## src/rtl/melody_seq.sv

```systemverilog
// Note-table melody sequencer: plays entries 0..last_idx, each for a programmed
// number of ticks, with optional silent gaps and looping; drives a tone clock generator.
module melody_seq #(
    parameter int DEPTH     = 32,
    parameter int PITCH_W   = 5,
    parameter int DUR_W     = 13,
    parameter int TICK_DIV  = 125,
    parameter int GAP_TICKS = 0,
    localparam int AW       = $clog2(DEPTH)
) (
    input  logic               clk,
    input  logic               reset,
    input  logic               wr_en,
    input  logic [AW-1:0]      wr_addr,
    input  logic [PITCH_W-1:0] wr_pitch,
    input  logic [DUR_W-1:0]   wr_dur,
    input  logic [AW-1:0]      last_idx,
    input  logic               start,
    input  logic               stop,
    input  logic               loop_en,
    output logic               busy,
    output logic               done,
    output logic               note_start,
    output logic [PITCH_W-1:0] pitch_out,
    output logic               note_valid,
    output logic [AW-1:0]      cur_idx
);

    localparam int PRE_W    = (TICK_DIV > 1) ? $clog2(TICK_DIV) : 1;
    localparam int GAP_W    = (GAP_TICKS > 1) ? $clog2(GAP_TICKS) : 1;
    localparam int GAP_LAST = (GAP_TICKS > 0) ? GAP_TICKS - 1 : 0;

    localparam logic [1:0] S_IDLE = 2'd0;
    localparam logic [1:0] S_PLAY = 2'd1;
    localparam logic [1:0] S_GAP  = 2'd2;

    logic [PITCH_W+DUR_W-1:0] r_mem [DEPTH];

    logic [1:0]       r_state;
    logic [PRE_W-1:0] r_pre;
    logic [DUR_W-1:0] r_dur;
    logic [DUR_W-1:0] r_dur_cnt;
    logic [GAP_W-1:0] r_gap_cnt;
    logic [AW-1:0]    r_last_idx;

    logic               w_tick;
    logic [DUR_W-1:0]   w_dur_last;
    logic               w_note_end;
    logic               w_gap_end;
    logic               w_at_last;
    logic               w_advance;
    logic               w_enter_gap;
    logic               w_load;
    logic               w_finish;
    logic [AW-1:0]      w_load_idx;
    logic [PITCH_W-1:0] w_entry_pitch;
    logic [DUR_W-1:0]   w_entry_dur;

    // Note table write port; contents deliberately survive reset
    always_ff @(posedge clk) begin
        if (wr_en) begin
            r_mem[wr_addr] <= {wr_pitch, wr_dur};
        end
    end

    // Tick, note-end and advance decisions; a duration of 0 behaves as 1
    always_comb begin
        w_tick      = (r_pre == PRE_W'(TICK_DIV - 1));
        w_dur_last  = (r_dur == '0) ? '0 : (r_dur - DUR_W'(1));
        w_note_end  = w_tick && (r_dur_cnt == w_dur_last);
        w_gap_end   = w_tick && (r_gap_cnt == GAP_W'(GAP_LAST));
        w_at_last   = (cur_idx == r_last_idx);
        w_advance   = ((r_state == S_PLAY) && w_note_end && (GAP_TICKS == 0)) ||
                      ((r_state == S_GAP) && w_gap_end);
        w_enter_gap = !stop && (r_state == S_PLAY) && w_note_end && (GAP_TICKS > 0);
        w_load      = !stop && (((r_state == S_IDLE) && start) ||
                                (w_advance && (!w_at_last || loop_en)));
        w_finish    = !stop && w_advance && w_at_last && !loop_en;
        if ((r_state == S_IDLE) || w_at_last) begin
            w_load_idx = '0;
        end else begin
            w_load_idx = cur_idx + AW'(1);
        end
        {w_entry_pitch, w_entry_dur} = r_mem[w_load_idx];
    end

    // Sequencer state, counters and registered outputs; stop overrides everything
    always_ff @(posedge clk or posedge reset) begin
        if (reset) begin
            r_state    <= S_IDLE;
            r_pre      <= '0;
            r_dur      <= '0;
            r_dur_cnt  <= '0;
            r_gap_cnt  <= '0;
            r_last_idx <= '0;
            busy       <= 1'b0;
            done       <= 1'b0;
            note_start <= 1'b0;
            note_valid <= 1'b0;
            pitch_out  <= '0;
            cur_idx    <= '0;
        end else begin
            done       <= w_finish;
            note_start <= w_load;
            if (stop || w_finish) begin
                r_state    <= S_IDLE;
                busy       <= 1'b0;
                note_valid <= 1'b0;
                r_pre      <= '0;
                r_dur_cnt  <= '0;
                r_gap_cnt  <= '0;
            end else if (w_load) begin
                r_state    <= S_PLAY;
                busy       <= 1'b1;
                cur_idx    <= w_load_idx;
                pitch_out  <= w_entry_pitch;
                r_dur      <= w_entry_dur;
                note_valid <= (w_entry_pitch != '0);
                r_pre      <= '0;
                r_dur_cnt  <= '0;
                r_gap_cnt  <= '0;
                if (r_state == S_IDLE) begin
                    r_last_idx <= last_idx;
                end
            end else if (w_enter_gap) begin
                r_state    <= S_GAP;
                note_valid <= 1'b0;
                r_pre      <= '0;
                r_gap_cnt  <= '0;
            end else if (r_state != S_IDLE) begin
                if (w_tick) begin
                    r_pre <= '0;
                    if (r_state == S_PLAY) begin
                        r_dur_cnt <= r_dur_cnt + DUR_W'(1);
                    end else begin
                        r_gap_cnt <= r_gap_cnt + GAP_W'(1);
                    end
                end else begin
                    r_pre <= r_pre + PRE_W'(1);
                end
            end
        end
    end

endmodule

```

## config.mk

```make
export PLATFORM = sky130hd
export DESIGN_NAME = melody_seq
export DESIGN_NICKNAME = d
export VERILOG_FILES = /design/src/rtl/melody_seq.sv
export SDC_FILE = /design/constraint.sdc
export NUM_CORES = 1
export LEC_CHECK = 0
export CAP_MARGIN = 20
export CORE_MARGIN = 5
export CORE_UTILIZATION = 60
export DETAILED_ROUTE_END_ITERATION = 8
export GPL_TIMING_DRIVEN = 0
export PLACE_DENSITY = 0.86
export SLEW_MARGIN = 20
export SYNTH_ARGS = -nofsm -noshare
export SYNTH_HDL_FRONTEND = slang
export SYNTH_SLANG_ARGS = --single-unit
```

## constraint.sdc

```tcl
create_clock -name clk -period 5.27 [get_ports clk]
set_clock_uncertainty 0.05 [all_clocks]
set_input_delay 0.7905 -clock clk [delete_from_list [all_inputs] [get_ports clk]]
set_output_delay 0.7905 -clock clk [all_outputs]
set_load 0.01 [all_outputs]
```

==> flow_metrics.py <==
metrics = {
    "grt": {
        "overflow": 0,
        "grt_start_max_net_pins": 34,
        "first_global_vias": 17000,
        "grt_util_all_layers": 0.300,
        "grt_pass1_wl_mm": 106,
        "grt_antenna_before_repair": 1,
    },
    "outcome": {
        "outcome": "complete, no violations",
    },
    "sta": {
        "hold_viol": 0,
        "max_freq_mhz": 196,
        "fin_hold_ws_ns": 0.454,
        "relSlewSlack": 0.245,
        "setup_violations": 0,
        "drv_slew": 0,
        "fin_crit_ns": 5.10,
        "worst_pin_slew_ns": 1.13,
        "finalSetupTns_ns": 0,
        "rsz0062_at_grt": "false",
        "fin_crit_sh": 0.968,
        "worst_slack_ns": 0.166,
    },
    "route": {
        "via_per_inst": 6.94,
        "ant_nets": 0,
        "wirelength_mm": 71.8,
        "drt_pass1_iterations": 8,
        "top_layer_used": "met5",
        "dr.first_iter.drc_count": 2883,
        "drc_errors": 0,
        "wl_met1_mm": 25.3,
        "wl_met3_mm": 9.75,
        "routedWlPerCell_um": 28.9,
        "dr_wl_met2_mm": 32.9,
        "via_count": 17300,
    },
    "worst_setup_path": {
        "path_class": "register to register",
        "r2r_end": "r_dur[4]",
        "path_buf_inv": 4,
        "rr_worst_depth": 12,
        "worst_path_most_repeated_cell": "buf_2",
        "r2r-start": "cur_idx[1]",
        "required_ns": 5.73,
        "slowest_delay_ns": 0.85,
        "start_kind": "register",
        "critPathSlowestCell": "xnor2_1",
        "cp_cell_sequence": "ha_1 > xnor2_1 > nor2_1 > o21ai_0 > buf_2 > buf_2 > buf_2 > buf_1 > nand3_1 > a21oi_1 > o21ai_0 > a32o_1",
        "cp-end-kind": "register",
        "crit_start": "cur_idx[1]",
        "cp.arrival_ns": 5.56,
        "path_delay_family": "buffers and inverters",
        "cp.depth": 12,
        "r2r_slack_ns": 0.17,
        "path_max_fanout": 10,
    },
    "synth": {
        "yosysSeqAreaShare": 0.729,
        "synth.area.top_cells": "edfxtp_1, dfrtp_1, mux2i_1",
        "synthCells": 1770,
        "yosys_warnings": 0,
        "synth_top_area_frac": 0.678,
        "synthFlopType": "edfxtp_1",
        "netlist_area_um2": 25500,
        "synth_top_area_cell": "edfxtp_1",
        "ys_ff_latch": 628,
        "syn_nets": 1809,
        "synth.distinct_cells": 72,
        "syn_avg_cell_area_um2": 14.4,
        "synth_edf_count": 576,
        "synthArstFlopShare": 0.0828,
    },
    "floorplan": {
        "die_w_um": 216,
        "start_util": 0.607,
        "die_area_um2": 46800,
        "core_area_um2": 42000,
        "ios": 48,
        "rows": 75,
        "fp.dieH_um": 216,
    },
    "clock_tree": {
        "cts_resized": 0,
        "cts-root-buf": "clkbuf_16",
        "clock_sinks": 628,
        "cts_max_level": 2,
        "tritoncts": "built",
        "holdBufCountCts": 0,
        "cts_buffers": 58,
        "clkTransAtPathRegs_ns": 0.07,
        "clk_latency_ns": 0.63,
        "cts_buffer_depth": 3,
        "post_cts_buffers": 0,
    },
    "place": {
        "routabilityCongestion": 0.959,
        "post_dp_cell_area_um2": 27100,
        "hpwlAfterDp_mm": 45.9,
        "io_buffers": 47,
        "dp_slack_ns": 0.557,
    },
    "run": {
        "maxCapViolations": 0,
    },
    "layout": {
        "final_area_um2": 28900,
        "final_layout_size_suffix_gt1_frac": 0.117,
        "area_growth_pct": 13.2,
        "final_nets": 1937,
    },
    "pwr": {
        "p_per_area_nw_per_um2": 377,
        "peakVddDrop_mv": 0.351,
        "p_leak_nw": 9.33,
    },
    "worst_hold_path": {
        "hp-class": "primary input to async pin",
    },
}
## cells by family after synthesis
group                    synth area share
XOR/XNOR                           0.0127
AND/OR/NAND/NOR                    0.0925
adder cells (fa/ha/maj)           0.00245
multiplexers                       0.0590
flip-flops                          0.729
buffers and inverters              0.0192
AO/OA/AOI/OAI                      0.0853
## final cells by class
type | instances | area, um^2
fill | 2636 | 13200
buffer | 100 | 434
clock inverter | 28 | 289
tap | 539 | 674
antenna | 3 | 7.51
timing repair buffer | 68 | 658
sequential | 628 | 18600
clock buffer | 77 | 1580
multi-input combinational | 1027 | 6580
inverter | 15 | 56.3
## metrics by stage
step / total power, mW / cells / utilization
final: 10.9 / 2485 / 0.687
after global routing: 11.1 / 2482 / 0.687
after CTS: 10.8 / 2482 / 0.689
after detailed placement: 6.73 / 2377 / 0.644
after global placement: 6.67 / 2356 / 0.634
after floorplan: 6.28 / 1770 / -
## where the power goes
part	internal [mW]	total (mW)	switching, mW
clock network	2.40	4.22	1.82
registers	5.55	5.66	0.109
logic	0.328	1.01	0.677
## sequential cells by signal, indices dropped and copies added (netlist names)
register and count:
cur_idx 5, done 1, note_start 1, note_valid 1
pitch_out 5, r_dur 13, r_dur_cnt 13, r_last_idx 5
r_mem 576, r_pre 7, r_state 1
## worst max-delay path by stage
stage                    to
2_1_floorplan  pitch_out[0]
3_3_place_gp       r_dur[4]
3_5_place_dp      r_dur[12]
4_1_cts           r_dur[12]
5_1_grt            r_dur[4]
6_report           r_dur[4]
## cell usage in the layout (no fill, tap or decap), types with 10 or more instances in the layout
cell	synthesis	layout
clkbuf_16	0	59
xor2_1	23	23
mux2i_1	99	99
nand4_1	11	11
a21oi_1	78	76
buf_6	3	19
a221oi_1	16	16
a32oi_1	15	15
a31oi_1	10	10
nor2_2	0	19
edfxtp_1	576	576
clkinv_2	0	13
buf_2	23	40
nor3_1	24	24
nor2_1	126	94
a2111oi_0	16	15
o221ai_1	13	13
xnor2_1	14	14
mux4_2	13	13
buf_1	10	10
nor2_4	0	13
dfrtp_1	52	52
o22ai_1	38	38
o21ai_0	47	47
nand2_1	245	245
inv_1	15	14
clkbuf_1	62	76
a32o_1	13	13
mux2_2	13	13
a211oi_1	20	20
nand3_1	77	77
clkdlybuf4s50_1	0	30
## synthesized netlist by cell type (10+ instances only)
cell type  count
nor3_1        24
o21ai_0       47
mux4_2        13
buf_1         10
xor2_1        23
clkbuf_1      62
o221ai_1      13
mux2_2        13
mux2i_1       99
nand3_1       77
nand2_1      245
a221oi_1      16
a2111oi_0     16
a32oi_1       15
edfxtp_1     576
nand4_1       11
buf_2         23
dfrtp_1       52
inv_1         15
o22ai_1       38
a31oi_1       10
nor2_1       126
a32o_1        13
a211oi_1      20
a21oi_1       78
xnor2_1       14
## worst reg2reg max path, delay by kind of cell (launching register included)
family	cells	cell delay [ns]
adder cells (fa/ha/maj)	1	0.26
AO/OA/AOI/OAI	4	1.06
XOR/XNOR	1	0.85
AND/OR/NAND/NOR	2	0.38
buffers and inverters	4	1.93
flip-flops	1	0.46
## per-layer routing
layer	vias up	GRT usage
li1	7052	-
met1	8373	0.412
met2	1566	0.467
met3	262	0.0660
met4	2	0.138
met5	-	0
Power figures use the tool's default switching activity.
